File: src/rtl/conv3x3_window_reader.sv
// Streams a 32x32 tile out of a ping-pong buffer as 3x3 windows (9 reads per output)
// and produces one signed 20-bit valid-convolution result per window, row-major.
module conv3x3_window_reader (
    input  logic        i_clk,
    input  logic        i_rst_n,
    input  logic        i_buffer_ready,
    output logic [9:0]  o_conv_addr,
    input  logic [7:0]  i_conv_dout,
    input  logic [71:0] i_weights,
    output logic [19:0] o_psum,
    output logic        o_psum_vld,
    output logic        o_switch_pingpong,
    output logic        o_busy,
    output logic        o_done
);

    localparam logic [1:0] S_IDLE  = 2'd0;
    localparam logic [1:0] S_FETCH = 2'd1;
    localparam logic [1:0] S_DRAIN = 2'd2;
    localparam logic [1:0] S_HOLD  = 2'd3;

    localparam logic [4:0] LAST_POS = 5'd29;
    localparam logic [9:0] LAST_OUT = 10'd899;

    logic [1:0]  state_q, state_d;
    logic [4:0]  row_q, row_d, col_q, col_d;
    logic [1:0]  ky_q, ky_d, kx_q, kx_d;
    logic        hold_q, hold_d;
    logic [9:0]  out_cnt_q, out_cnt_d;
    logic [71:0] weights_q;

    logic        p1_vld_q;
    logic [3:0]  p1_tap_q;
    logic        p2_last_q;
    logic signed [19:0] acc_q;
    logic [19:0] psum_q;
    logic        psum_vld_q, switch_q, done_q;

    logic        fetch, last_fetch, last_out;
    logic [4:0]  row_a, col_a;
    logic [3:0]  tap;
    logic [7:0]  w_sel;
    logic signed [16:0] prod;
    logic signed [19:0] prod_ext;

    assign fetch      = (state_q == S_FETCH);
    assign last_fetch = fetch && (row_q == LAST_POS) && (col_q == LAST_POS)
                        && (ky_q == 2'd2) && (kx_q == 2'd2);
    assign last_out   = p2_last_q && (out_cnt_q == LAST_OUT);

    // Window origin plus tap offset; col never exceeds 31 so the
    // row*32+col address is a plain concatenation.
    assign row_a = row_q + {3'b000, ky_q};
    assign col_a = col_q + {3'b000, kx_q};
    assign tap   = ({2'b00, ky_q} * 4'd3) + {2'b00, kx_q};

    assign o_conv_addr = fetch ? {row_a, col_a} : 10'd0;
    assign o_busy      = (state_q != S_IDLE);

    always_comb begin
        state_d   = state_q;
        row_d     = row_q;
        col_d     = col_q;
        ky_d      = ky_q;
        kx_d      = kx_q;
        hold_d    = hold_q;
        out_cnt_d = p2_last_q ? ((out_cnt_q == LAST_OUT) ? 10'd0 : out_cnt_q + 10'd1) : out_cnt_q;
        case (state_q)
            S_IDLE: begin
                if (i_buffer_ready) state_d = S_FETCH;
            end
            S_FETCH: begin
                if (kx_q != 2'd2) begin
                    kx_d = kx_q + 2'd1;
                end else begin
                    kx_d = 2'd0;
                    if (ky_q != 2'd2) begin
                        ky_d = ky_q + 2'd1;
                    end else begin
                        ky_d = 2'd0;
                        if (col_q != LAST_POS) begin
                            col_d = col_q + 5'd1;
                        end else begin
                            col_d = 5'd0;
                            row_d = (row_q == LAST_POS) ? 5'd0 : row_q + 5'd1;
                        end
                    end
                end
                if (last_fetch) state_d = S_DRAIN;
            end
            S_DRAIN: begin
                if (last_out) begin
                    state_d = S_HOLD;
                    hold_d  = 1'b0;
                end
            end
            default: begin
                hold_d = ~hold_q;
                if (hold_q) state_d = S_IDLE;
            end
        endcase
    end

    always_ff @(posedge i_clk or negedge i_rst_n) begin
        if (!i_rst_n) begin
            state_q   <= S_IDLE;
            row_q     <= 5'd0;
            col_q     <= 5'd0;
            ky_q      <= 2'd0;
            kx_q      <= 2'd0;
            hold_q    <= 1'b0;
            out_cnt_q <= 10'd0;
            weights_q <= 72'd0;
        end else begin
            state_q   <= state_d;
            row_q     <= row_d;
            col_q     <= col_d;
            ky_q      <= ky_d;
            kx_q      <= kx_d;
            hold_q    <= hold_d;
            out_cnt_q <= out_cnt_d;
            if (state_q == S_IDLE && i_buffer_ready) weights_q <= i_weights;
        end
    end

    // Pixel arrives one cycle after its address, so the tap index rides one stage behind.
    assign w_sel    = weights_q[{p1_tap_q, 3'b000} +: 8];
    assign prod     = $signed({9'd0, i_conv_dout}) * $signed({{9{w_sel[7]}}, w_sel});
    assign prod_ext = {{3{prod[16]}}, prod};

    always_ff @(posedge i_clk or negedge i_rst_n) begin
        if (!i_rst_n) begin
            p1_vld_q   <= 1'b0;
            p1_tap_q   <= 4'd0;
            p2_last_q  <= 1'b0;
            acc_q      <= 20'sd0;
            psum_q     <= 20'd0;
            psum_vld_q <= 1'b0;
            switch_q   <= 1'b0;
            done_q     <= 1'b0;
        end else begin
            p1_vld_q  <= fetch;
            p1_tap_q  <= tap;
            p2_last_q <= p1_vld_q && (p1_tap_q == 4'd8);
            if (p1_vld_q) acc_q <= (p1_tap_q == 4'd0) ? prod_ext : acc_q + prod_ext;
            psum_vld_q <= p2_last_q;
            if (p2_last_q) psum_q <= acc_q;
            done_q <= last_out;
            if (last_out) switch_q <= ~switch_q;
        end
    end

    assign o_psum            = psum_q;
    assign o_psum_vld        = psum_vld_q;
    assign o_switch_pingpong = switch_q;
    assign o_done            = done_q;

endmodule
File: config.mk
export PLATFORM = sky130hd
export DESIGN_NAME = conv3x3_window_reader
export DESIGN_NICKNAME = d
export VERILOG_FILES = /design/src/rtl/conv3x3_window_reader.sv
export SDC_FILE = /design/constraint.sdc
export NUM_CORES = 1
export LEC_CHECK = 0
export ABC_CLOCK_PERIOD_IN_PS = 15600
export CAP_MARGIN = 10
export CORE_MARGIN = 2
export CORE_UTILIZATION = 65
export CTS_CLUSTER_DIAMETER = 150
export DETAILED_ROUTE_END_ITERATION = 16
export DONT_BUFFER_PORTS = 1
export PLACE_DENSITY = 0.88
export SLEW_MARGIN = 20
export SYNTH_ARGS = -nofsm -noshare
export SYNTH_HDL_FRONTEND = slang
export SYNTH_SLANG_ARGS = --single-unit
File: constraint.sdc
create_clock -name i_clk -period 15.6 [get_ports i_clk]
set_clock_uncertainty 0.1 [all_clocks]
set_input_delay 0 -clock i_clk [delete_from_list [all_inputs] [get_ports i_clk]]
set_output_delay 0 -clock i_clk [all_outputs]
set_load 0.05 [all_outputs]
==> results_dict.tcl <==
set metrics [dict create \
    io_buffers 0 \
    cts.sinks 148 \
    topRoutingLayerUsed "met5" \
    path_class "reg2reg" \
    post-dp-hpwl_um 15700 \
    layout-drive-gt1-share_pct 15.4 \
    status "complete, no violations" \
    grt_pass1_wl_um 42300 \
    wl_met3_um 1660 \
    slew_headroom_pct 36.1 \
    synth_area_per_cell_um2 10.9 \
    crit_required_ns 15.87 \
    hp-start "i_conv_dout[0]" \
    arrival_ns 8.22 \
    antenna_found_initial 3 \
    yosysWarnings 0 \
    grt_pass1_vias 8197 \
    grt_overflow 0 \
    final.setup.tns_ns 0 \
    synthesis.area_um2 10200 \
    place.gp.congestion 0.967 \
    nFillCells 872 \
    setup_viol 0 \
    clock_latency_ns 0.45 \
    synth_top_area_cell "dfrtp_1" \
    syn-num-nets 1142 \
    die_y_um 129 \
    layout_common_cells "147 x dfrtp_1, 96 x mux2_2, 83 x inv_1, 82 x ha_1, 75 x dlygate4sd3_1" \
    utilization_pct 76.6 \
    fp.dieW_um 129 \
    fp.dieArea_um2 16600 \
    synth_cell_types 60 \
    htree_levels 4 \
    dr.pass1.iters 6 \
    netlist_instances 935 \
    cp-end-kind "register" \
    cts_made_buffers 17 \
    maxCapViolCount 0 \
    synth_flop_cell "dfrtp_1" \
    synth-edff-count 0 \
    synth.area.top_cells "dfrtp_1 36%, mux2_2 11%, ha_1 10%, fa_1 8.3%, and2_1 3.3%" \
    start_util_pct 66.6 \
    synth_top_area_share_pct 36.5 \
    num_rows 45 \
    wire_per_inst_um 21.7 \
    final_common_cell "dfrtp_1" \
    wl_um 26700 \
    worst_pin_slew_ns 0.948 \
    fmax_mhz 126 \
    start_kind "register" \
    wl_met2_um 13800 \
    finalHoldViolCount 0 \
    pin_count 117 \
    slowest_stage "dfrtp_2" \
    rsz0062_at_grt "false" \
    synth_seq_cells 148 \
    drc 0 \
    fin_crit_sh_pct 51.0 \
    critPathMaxFanout 19 \
    drt-met1-wl_um 9480 \
    num_vias 7748 \
    via_per_inst 6.29 \
    crit_path_max_incr_delay_ns 0.76 \
    dr.first_iter.drc_count 725 \
    finalNetCount 1212 \
    clkTransAtPathRegs_ns 0.08 \
    hold_class "in2reg" \
    clockRootBuffer "clkbuf_16" \
    grt_max_degree 149 \
    cts_tree "yes" \
    grt_usage_pct 33.3 \
    async_flop_share_pct 100 \
    ant_nets 0 \
    post_cts_resized 0 \
    ys_seq_area_share_pct 36.5 \
    syn_to_final_growth_pct 15.1 \
    r2r_start "p1_tap_q[0]" \
    cts_max_path_buffers 2 \
    coreArea_um2 15300 \
    period_needed_ns 7.96 \
    drv_slew 0 \
    cpMostUsedCell "inv_1" \
    crit_path_start "p1_tap_q[0]" \
]
-- per-stage QoR --
step	cells	hold slack [ns]	area, µm²	worst slack, ns
after floorplan	935	-0.396	10200	8.80
after global routing	1232	0.0377	11700	7.23
after global placement	1121	-0.390	10300	7.76
final	1232	0.0138	11700	7.64
after detailed placement	1121	-0.391	10300	7.53
after CTS	1229	0.00918	11700	7.44
-- critical path: cells and delay by family (launching register included) --
family                   cells  cell delay [ns]
multiplexers                 2             0.91
AND/OR/NAND/NOR              4             0.97
flip-flops                   1             0.76
AO/OA/AOI/OAI               10             1.98
adder cells (fa/ha/maj)      6             2.82
buffers and inverters        5             0.33
-- cell type report --
cell class	count	area [µm²]	area share, %
clock buffer	17	425	3.64
clock inverter	15	163	1.39
timing repair buffer	80	808	6.91
sequential	148	3700	31.7
antenna	3	7.51	0.0642
tap	211	264	2.26
multi-input combinational	675	6010	51.4
inverter	83	312	2.66
-- cell families after synthesis --
logic type	Yosys count	share of synthesized area (%)
DFF	148	36.5
muxes	124	15.7
and+or+nand+nor	240	12.0
xor gates and xnor gates	36	3.10
buffers and inverters	112	4.42
AOI/OAI and AO/OA	151	9.99
adders and majority gates	124	18.4
-- synth_stat cells, types with 4 or more instances --
| library cell | count |
|---|---|
| inv_1 | 83 |
| nand3_1 | 14 |
| nand4_1 | 11 |
| mux4_1 | 8 |
| a31oi_1 | 9 |
| o21a_1 | 7 |
| clkbuf_1 | 19 |
| mux4_2 | 8 |
| a21oi_2 | 4 |
| o21ai_0 | 34 |
| a21oi_1 | 35 |
| and2_1 | 54 |
| mux2i_1 | 12 |
| mux2_2 | 96 |
| o31ai_1 | 7 |
| ha_1 | 82 |
| dfrtp_1 | 148 |
| a21o_1 | 18 |
| o21bai_1 | 5 |
| buf_2 | 7 |
| nor2_1 | 47 |
| nand2_1 | 69 |
| nand2b_1 | 11 |
| and3_1 | 9 |
| fa_1 | 42 |
| xnor2_1 | 26 |
| xor2_1 | 10 |
| a221o_1 | 7 |
| nor3_1 | 10 |
-- sequential cells by signal (all words and copies together) (netlist names) --
| register | count |
|---|---|
| acc_q | 20 |
| col_q | 5 |
| o_switch_pingpong | 1 |
| state_q | 2 |
| ky_q | 2 |
| kx_q | 2 |
| o_psum | 20 |
| p1_vld_q | 1 |
| p2_last_q | 1 |
| p1_tap_q | 4 |
| out_cnt_q | 10 |
| row_q | 5 |
| o_done | 1 |
| weights_q | 72 |
| hold_q | 1 |
| o_psum_vld | 1 |
-- per-layer routing --
| metal | GRT usage, % | vias up |
|---|---|---|
| li1 | - | 3416 |
| met1 | 37.1 | 3807 |
| met2 | 58.5 | 382 |
| met3 | 7.14 | 141 |
| met4 | 20.8 | 2 |
| met5 | 0 | - |
-- path summary, 6_finish.rpt --
path                                 endpoint  slack [ns]  depth (start not counted)
worst min-delay path                 acc_q[1]        0.01                          4
worst max register to register      acc_q[19]        7.64                         27
worst max-delay path                acc_q[19]        7.64                         27
worst min register to register   out_cnt_q[6]        0.40                          1
min in group asynchronous           o_psum[7]        0.08                          2
max in group asynchronous       weights_q[68]       14.71                          2
-- what timing repair did --
item | in CTS | in global routing
endpoints found under the hold margin | 223 | 0
hold buffers | 76 | 0
buffers inserted | 0 | 0
Power is left out: the tool's default activity adds up to more than one toggle a clock period on the data nets, which glitch-free logic cannot reach.
